## config.mk

```make
export PLATFORM = sky130hd
export DESIGN_NAME = serial_adder
export DESIGN_NICKNAME = d
export VERILOG_FILES = /design/src/rtl/serial_adder_pkg.sv /design/src/rtl/serial_adder_digit_adder.sv /design/src/rtl/serial_adder.sv
export SDC_FILE = /design/constraint.sdc
export NUM_CORES = 1
export LEC_CHECK = 0
export CORE_ASPECT_RATIO = 0.75
export CORE_UTILIZATION = 35
export CTS_CLUSTER_SIZE = 24
export DETAILED_ROUTE_END_ITERATION = 10
export PLACE_DENSITY = 0.58
export SLEW_MARGIN = 20
export SYNTH_ARGS = -nofsm -noshare
export SYNTH_HDL_FRONTEND = slang
export SYNTH_SLANG_ARGS = --single-unit
```

## constraint.sdc

```tcl
create_clock -name clk -period 2.3 [get_ports clk]
set_clock_uncertainty 0.2 [all_clocks]
set_input_delay 0.46 -clock clk [delete_from_list [all_inputs] [get_ports clk]]
set_output_delay 0.46 -clock clk [all_outputs]
set_load 0.02 [all_outputs]
```

## src/rtl/serial_adder_pkg.sv

```systemverilog
// Shared types and elaboration helpers for the digit-serial adder/subtractor.
// Holds the FSM state encoding and the digit-count / counter-width functions.
package serial_adder_pkg;

  typedef enum logic [1:0] {
    IDLE = 2'd0,
    RUN  = 2'd1,
    DONE = 2'd2
  } state_t;

  function automatic int calc_ndig(input int width, input int digit);
    return width / digit;
  endfunction

  // Counter must hold 0..NDIG-1; a one-digit configuration still gets one bit.
  function automatic int calc_cnt_w(input int width, input int digit);
    int n;
    n = width / digit;
    return (n < 2) ? 1 : $clog2(n);
  endfunction

endpackage

```

## src/rtl/serial_adder_digit_adder.sv

```systemverilog
// DIGIT-bit ripple adder built from one-bit full adders.
// Also exposes the carry into the top bit so the caller can form signed overflow.
module digit_adder #(
  parameter int DIGIT = 4
) (
  input  logic [DIGIT-1:0] x,
  input  logic [DIGIT-1:0] y,
  input  logic             ci,
  output logic [DIGIT-1:0] s,
  output logic             co,
  output logic             c_top
);

  logic [DIGIT:0] c;

  assign c[0] = ci;

  for (genvar i = 0; i < DIGIT; i++) begin : g_fa
    assign s[i]   = x[i] ^ y[i] ^ c[i];
    assign c[i+1] = (x[i] & y[i]) | (c[i] & (x[i] ^ y[i]));
  end

  assign co    = c[DIGIT];
  assign c_top = c[DIGIT-1];

endmodule

```

## src/rtl/serial_adder.sv

```systemverilog
// Digit-serial adder/subtractor: resolves WIDTH bits DIGIT at a time through a
// registered carry, with valid/ready handshakes on operand and result sides.
module serial_adder
  import serial_adder_pkg::*;
#(
  parameter int WIDTH = 32,
  parameter int DIGIT = 4
) (
  input  logic             clk,
  input  logic             rst_n,
  input  logic             in_valid,
  output logic             in_ready,
  input  logic [WIDTH-1:0] a,
  input  logic [WIDTH-1:0] b,
  input  logic             cin,
  input  logic             sub,
  output logic             out_valid,
  input  logic             out_ready,
  output logic [WIDTH-1:0] sum,
  output logic             cout,
  output logic             ovf,
  output state_t           state_dbg
);

  // Handshakes: a transfer happens on a rising edge where valid and ready are
  // both high. Producers hold valid (and data) until that edge; ready never
  // depends combinationally on valid, and out_valid/results hold until taken.

  localparam int NDIG = calc_ndig(WIDTH, DIGIT);
  localparam int CW   = calc_cnt_w(WIDTH, DIGIT);

  if ((DIGIT < 1) || (WIDTH % DIGIT != 0)) begin : g_bad_digit
    $error("serial_adder: WIDTH must be a positive multiple of DIGIT");
  end

  state_t state_q, state_d;

  logic [WIDTH-1:0] a_q, b_q, res_q, res_next;
  logic             carry_q;
  logic [CW-1:0]    cnt_q;

  logic [DIGIT-1:0] dsum;
  logic             dco, dtop;
  logic             accept, last_dig;

  assign in_ready  = (state_q == IDLE);
  assign accept    = in_valid && in_ready;
  assign last_dig  = (state_q == RUN) && (cnt_q == CW'(NDIG - 1));
  assign state_dbg = state_q;

  always_ff @(posedge clk) begin
    if (!rst_n) begin
      state_q <= IDLE;
    end else begin
      state_q <= state_d;
    end
  end

  always_comb begin
    state_d = state_q;
    case (state_q)
      IDLE:    if (in_valid) state_d = RUN;
      RUN:     if (last_dig) state_d = DONE;
      DONE:    if (out_ready) state_d = IDLE;
      default: state_d = IDLE;
    endcase
  end

  digit_adder #(.DIGIT(DIGIT)) u_digit (
    .x     (a_q[DIGIT-1:0]),
    .y     (b_q[DIGIT-1:0]),
    .ci    (carry_q),
    .s     (dsum),
    .co    (dco),
    .c_top (dtop)
  );

  // Digit results enter at the MSB end so after NDIG shifts the LSB digit lands at bit 0.
  assign res_next = (res_q >> DIGIT) | (WIDTH'(dsum) << (WIDTH - DIGIT));

  always_ff @(posedge clk) begin
    if (!rst_n) begin
      a_q       <= '0;
      b_q       <= '0;
      res_q     <= '0;
      carry_q   <= 1'b0;
      cnt_q     <= '0;
      sum       <= '0;
      cout      <= 1'b0;
      ovf       <= 1'b0;
      out_valid <= 1'b0;
    end else begin
      if (accept) begin
        a_q     <= a;
        b_q     <= sub ? ~b : b;
        carry_q <= sub ? 1'b1 : cin;
        cnt_q   <= '0;
      end else if (state_q == RUN) begin
        a_q     <= a_q >> DIGIT;
        b_q     <= b_q >> DIGIT;
        res_q   <= res_next;
        carry_q <= dco;
        cnt_q   <= cnt_q + CW'(1);
        if (last_dig) begin
          sum       <= res_next;
          cout      <= dco;
          ovf       <= dco ^ dtop;
          out_valid <= 1'b1;
        end
      end
      if ((state_q == DONE) && out_ready) begin
        out_valid <= 1'b0;
      end
    end
  end

endmodule

```

==> out/summary.log <==
[outcome] status finished with violations
[outcome] violations in the final reports setup timing
[route] vias per std cell 4.89
[cells_and_area] diode count 0
[grt] highest-utilization routing layer at the global route stage met2
[power] share of total power in sequential cells 41.1%
[yosys] synthesized flop and latch total 133
[yosys] Post-Synth XOR/XNOR Area 5.52%
[clock_tree] clock latency on the worst-skew pair 410 ps
[cells_and_area] Fill cells 1399
[yosys] share of synthesized registers carrying an async set or reset 0%
[yosys] synthesized area per cell 8.46 um^2
[route] wirelength, routed 13.4 mm
[clock_tree] Clock Pin Slew Worst Setup and Hold Paths 60 ps
[grt] sum of overflow across all layers after global routing 0
[yosys] commonest register cell after synthesis sky130_fd_sc_hd__dfxtp_1
[power] switch share 22.8%
[yosys] yosys synthesis warning count 0
[power] Comb pwr share 10.5%
[sta] Final setup violation count 1
[sta] final total negative setup slack -4.22 ps
[sta] max frequency 434 MHz
[grt] number of global-route vias before repair 4496
[worst_hold_path] type of the tightest min-delay check flip-flop to flip-flop
[clock_tree] maximum buffer depth of the clock tree 2
[grt] maximum number of pins on one net before global-route repair 78
[grt] wire length of the first global-routing pass 22.3 mm
[yosys] Netlist cell types 38
[yosys] arithmetic-cell share of the synthesized area counting full adders, half adders and majority gates 1.95%
[power] static leakage power 2.66 nW
[floorplan] die outline width 145 um
[sta] ratio of final minimum period to clock period 100%
[clock_tree] CTS root buf sky130_fd_sc_hd__clkbuf_16
[cells_and_area] signed area change from the synthesized netlist to the final layout 38.1%
[power] Worst VDD drop 0.494 mV
[place] DP Wirelength 9.30 mm
[yosys] combinational family with the most area after synthesis compound AO/OA/AOI/OAI gates
[floorplan] area inside the core boundary 0.0147 mm^2
[run] Max Cap Violations 0
[setup_path] critical path fanouts, max 2
[floorplan] vertical extent of the die 109 um
[grt] number of antenna violations at the first check in global routing 0
[floorplan] count of boundary I/O pins 108
[place] final weighted congestion in routability-driven placement 0.783
[power] P_int 4.68 mW
[cells_and_area] most frequent standard cell in the layout excluding fill and tap cells sky130_fd_sc_hd__nand2_1
[sta] transition at the pin with the smallest max-transition slack 356 ps
[floorplan] starting utilization of the core area 36.6%
[grt] met3 usage in global routing 4.27%
[sta] Min Clock Period, post-route 2300 ps
[power] PwrDens 814 mW/mm^2
[yosys] total standard cell area after synthesis 0.00539 mm^2
[sta] RSZ-0062 raised after global routing yes
[place] post-detailed-placement cell area 0.00675 mm^2
[sta] final hold vios 0
[cells_and_area] Final #Nets 815
[grt] GRT Overall Usage 17.7%
[clock_tree] total CTS buffers 17
[route] Vias 4657
[sta] worst rel slew slack 76.3%
[cells_and_area] leading cell types in the layout, fill and taps excluded sky130_fd_sc_hd__nand2_1, sky130_fd_sc_hd__dfxtp_1, sky130_fd_sc_hd__a21oi_1
[floorplan] full die area 0.0159 mm^2
[power] total power 6.06 mW
[yosys] share of the yosys chip area belonging to registers 49.4%
[route] Post-route DRC 0
[yosys] mux cell area share after synthesis 0.186%
[route] Antenna Violating Nets Remaining 0
[sta] min setup slack post-route -4.22 ps
[setup_path] Setup crit end kind flip-flop
[power] net switching power 1.38 mW
[clock_tree] clock tree sinks 133
[yosys] post-synthesis instance total 637
[route] Detailed Routing Iterations Pass 1 5
[grt] M1 GR Usage 23.5%
[yosys] number of enable-type register cells in the synthesized netlist 0
[clock_tree] CTS tree built
[clock_tree] H-tree levels 4
[setup_path] reg-to-reg slack, setup -4 ps
[cells_and_area] final design area excluding fillers 0.00744 mm^2
[yosys] synthesized netlist net count 713
[power] part of the power in the clock network 48.4%
[route] count of routing violations after the opening detailed-route iteration 315
[cells_and_area] fraction of layout instances using a drive strength above 1 11.7%
[sta] Max Slew Vio Count 0
[route] detailed-route wire length per cell 14.1 um
[setup_path] required time worst endpoint 2430 ps
[floorplan] number of rows in the core area 38
[grt] fraction of met2 tracks used by global routing 28.3%
[yosys] compound-gate portion of the synthesized area 21.6%
[yosys] area share of and/or/nand/nor cells after synthesis 16.1%
[setup_path] startpoint types flip-flop
[place] number of port buffers 107
[setup_path] worst endpoint data arrival time 2430 ps
[setup_path] path type of the worst setup path flip-flop to flip-flop
==> power by group through the flow <==
stage / logic [mW] / registers (mW) / clock network [mW]
after floorplan: 0.372 / 2.52 / 0
after global placement: 0.612 / 2.54 / 0
after detailed placement: 0.624 / 2.54 / 0
after CTS: 0.637 / 2.49 / 2.99
after global routing: 0.701 / 2.51 / 3.11
final: 0.636 / 2.49 / 2.93
==> path summary, 6_finish.rpt <==
kind	from	end	cells after the start
hold reg to reg	a_q[30]$_SDFFE_PN0P_	a_q[26]$_SDFFE_PN0P_	2
hold / removal	a_q[30]$_SDFFE_PN0P_	a_q[26]$_SDFFE_PN0P_	2
setup / recovery	a_q[0]$_SDFFE_PN0P_	res_q[31]$_SDFFE_PN0P_	8
setup reg to reg	a_q[0]$_SDFFE_PN0P_	res_q[31]$_SDFFE_PN0P_	8
==> Yosys cell counts, types with 2 or more instances <==
cell type	n	share of area (%)
sky130_fd_sc_hd__a211oi_1	5	0.70
sky130_fd_sc_hd__a21oi_1	108	10
sky130_fd_sc_hd__a221o_1	24	4.5
sky130_fd_sc_hd__a222oi_1	4	0.74
sky130_fd_sc_hd__a22oi_1	3	0.42
sky130_fd_sc_hd__a2bb2oi_1	4	0.65
sky130_fd_sc_hd__and3b_1	2	0.33
sky130_fd_sc_hd__buf_2	21	1.9
sky130_fd_sc_hd__buf_6	2	0.42
sky130_fd_sc_hd__clkbuf_1	29	2.0
sky130_fd_sc_hd__clkinv_1	2	0.14
sky130_fd_sc_hd__dfxtp_1	133	49
sky130_fd_sc_hd__fa_1	4	1.5
sky130_fd_sc_hd__ha_1	2	0.46
sky130_fd_sc_hd__inv_1	8	0.56
sky130_fd_sc_hd__nand2_1	147	10
sky130_fd_sc_hd__nand3_1	4	0.37
sky130_fd_sc_hd__nor2_1	46	3.2
sky130_fd_sc_hd__nor2b_1	3	0.35
sky130_fd_sc_hd__o21ai_0	26	2.4
sky130_fd_sc_hd__o221a_2	4	0.84
sky130_fd_sc_hd__o221ai_1	4	0.65
sky130_fd_sc_hd__or3b_2	5	0.81
sky130_fd_sc_hd__xnor2_1	26	4.2
sky130_fd_sc_hd__xor2_1	8	1.3
==> registers in the layout, summed over array words and instances (netlist names) <==
signal and cells:
out_valid 1, cout 1, cnt_q 3, carry_q 1
sum 32, b_q 32, state_dbg 2, ovf 1
a_q 32, res_q 28
==> kinds of logic (layout without fill, tap and decap cells) <==
logic type / count (synthesis) / count (layout)
adders and majority gates: 6 / 6
AOI/OAI and AO/OA: 187 / 187
xor gates and xnor gates: 34 / 34
and+or+nand+nor: 213 / 213
muxes: 1 / 1
buffers and inverters: 63 / 178
DFF: 133 / 133
==> stage by stage <==
stage          instances  hold WS, ps  worst slack [ps]  utilization, %
2_1_floorplan        637          230              41.6               -
3_3_place_gp         917          237              10.3            45.8
3_5_place_dp         917          243             -27.1            45.8
4_1_cts              951          251             -47.7            50.4
5_1_grt              952          274             -71.0            50.5
6_report             952          248             -4.22            50.5
==> area by class of cell <==
class / count / area [um^2] / area share (%)
well taps: 200 / 250 / 3.36
flip-flops and latches: 133 / 2670 / 35.8
repair buffers: 136 / 1360 / 18.2
clock inverters: 11 / 170 / 2.29
multi-input cells: 441 / 2480 / 33.4
inverters: 10 / 37.5 / 0.504
clock buffers: 21 / 480 / 6.45
==> critical path, cell delays in order (launching register included) <==
cell and delay (ps):
sky130_fd_sc_hd__dfxtp_2 330, sky130_fd_sc_hd__fa_2 380, sky130_fd_sc_hd__inv_2 60, sky130_fd_sc_hd__fa_2 180
sky130_fd_sc_hd__inv_2 40, sky130_fd_sc_hd__fa_2 340, sky130_fd_sc_hd__inv_2 60, sky130_fd_sc_hd__fa_2 450
sky130_fd_sc_hd__a211oi_2 190
==> layer usage <==
layer	vias up	part of all wire, %	routed length (um)
met1	2175	49	6610
li1	2382	-	-
met3	13	4.2	570
met2	87	46	6110
met5	-	0	0
met4	0	0.98	131
==> repair_timing <==
item	in CTS	in global routing
hold buffers	0	0
gates resized for setup	11	2
setup buffers	2	1
pin swaps	4	5
setup endpoints to repair	7	4
Power figures use the tool's default switching activity.
==> RTL edit, RTL diff (same settings) <==
Register the output `state_dbg` once more; this adds one clock of latency there. The other outputs are not delayed to match.
--- a/src/rtl/serial_adder.sv
+++ b/src/rtl/serial_adder.sv
@@ -46,7 +46,9 @@
   assign in_ready  = (state_q == IDLE);
   assign accept    = in_valid && in_ready;
   assign last_dig  = (state_q == RUN) && (cnt_q == CW'(NDIG - 1));
-  assign state_dbg = state_q;
+  always_ff @(posedge clk) begin
+    state_dbg <= state_q;
+  end
 
   always_ff @(posedge clk) begin
     if (!rst_n) begin
Formal check against the unedited RTL: not equivalent (Yosys sat finds a counterexample within 4 cycles, from zero or initial values and one cycle with rst_n low).
==> RTL edit against the unedited design <==
The flow still finishes with violations (setup timing); synthesized area is 0.12% higher; sequential cell count grew 2; sequential power grew 2%; synthesized cell count is 0.63% lower; clock power decreased by 16%; fmax shrank 0.17%; final cell count shrank 0.95%; wire length is 1.0% higher; setup slack worse by 0.0039 ns; power decreased by 7.2%; non-clock buffer count down 2; final area is 2.3% lower; critical endpoint is now sum[31]; largest power group is now sequential cells.
==> RTL edit: results (changes against the unedited design) <==
Static Leakage=2.56 nW (-3.5%); CP max FO=2 (unchanged); outcome=finished, violations left; layout cells sized above 1=9.29% (-2.4 points); WL per Instance=14.4 µm (+2.0%); cts hold-fix bufs=0 (unchanged); slowest CP cell=fa_2; failing checks=setup timing; synth cell count leaders=nand2_1 (146), dfxtp_1 (135), a21oi_1 (110); WP data arrival=2.44 ns; GRT Total Usage=17.7% (-0.022 points); htree depth=4 (unchanged); YS warnings=0 (unchanged); Post-CTS Setup Bufs=0 (-2); Main synth FF type=dfxtp_1; Port Buffers=107 (unchanged); number of distinct library cells after synthesis=40 (+5.3%); # nets final=811 (-0.49%); Critical Path Max Stage Delay=0.45 ns (about the same); CP startpoint=a_q[0]; Regs by FF count=a_q (32), b_q (32), sum (32); first-pass GRT wire length=22.1 mm (-1.0%); drt first pass iters=5 (unchanged); initial antenna violation count=0 (unchanged); Slew @ Worst Pin=0.967 ns (+0.612 ns); First DRT Iteration DRCs=366 (+16%); # diodes=0 (unchanged); Synth area leaders=dfxtp_1 (50%), a21oi_1 (10%), nand2_1 (10%); routability congestion estimate=0.827 (+5.7%); largest net degree at the start of global routing=62 (-21%); post-synthesis sequential area ratio=50.1% (+0.68 points); Final setup viols=2 (+1); clk_lat worst skew=0.41 ns (about the same); post-CTS resize count=8 (-3); final setup margin=-0.00810 ns (-0.00388 ns); fraction of registers with async set or reset after synthesis=0% (unchanged); post-detail-place hpwl=9.53 mm (+2.4%); Hold Path Class=register to register; syn_nets=709 (-0.56%); vias in the first global route=4487 (-0.20%); crit-path leading delay family=adder cells; Post-DP Area=6720 µm² (-0.48%); Root Buffer=clkbuf_16; CTS Buf Count=17 (unchanged); Max Root-Sink Buffers=2 (unchanged); clk slew on worst S/H paths=0.05 ns; VDD IR max=0.491 mV (-0.63%); Vias=4736 (+1.7%); min-delay src=a_q[20]
-- RTL edit: changes by cell type after synthesis, moves of 4 or more --
cell       before  now
a2bb2oi_1       4    0
buf_2          21   25
buf_4           0    9
clkbuf_1       29   16
nor2_1         46   41
o221a_2         4    0
o22ai_1         0    9
or3b_2          5    0
-- RTL edit: final timing paths --
path | slack (ns) | end | depth (start not counted)
min | 0.25 | a_q[16] | 2
max | -0.008 | sum[31] | 8
max reg2reg | -0.008 | sum[31] | 8
min reg2reg | 0.25 | a_q[16] | 2
-- RTL edit: final cells by class --
class	instances	area (µm²)
clock inverter	4	47.5
fill	1406	7460
sequential	135	2710
tap	200	250
clock buffer	23	488
inverter	10	37.5
timing repair buffer	134	1320
multi-input combinational	437	2430
-- RTL edit: per-layer routing --
| layer | GRT usage, % | share of wire, % | up-vias |
|---|---|---|---|
| met2 | 26.6 | 44 | 139 |
| met1 | 24.3 | 49 | 2218 |
| met4 | 5.79 | 0.91 | 0 |
| met5 | 0 | 0 | - |
| met3 | 5.19 | 5.7 | 12 |
| li1 | - | - | 2367 |
-- RTL edit: power breakdown --
| group | switching, mW | internal (mW) | total (mW) |
|---|---|---|---|
| registers | 0.0739 | 2.46 | 2.53 |
| logic | 0.309 | 0.313 | 0.622 |
| clock network | 0.908 | 1.56 | 2.47 |
-- RTL edit: cells by family after synthesis --
family	synth area share (%)
simple gates	15.3
flops	50.1
compound gates	21.7
fa+ha+maj	1.95
xor+xnor	5.52
buf+inv	5.47
-- RTL edit: per-stage QoR --
step                 TNS, ns  utilization, %  setup slack [ns]  std cells
global route          -0.380            49.4            -0.108        943
floorplan                  0               -            0.0390        633
detailed placement     -1.74            45.6           -0.0804        916
finish              -0.00995            49.4          -0.00810        943
CTS                  -0.0598            49.3           -0.0283        943
global placement       -1.40            45.6           -0.0594        916
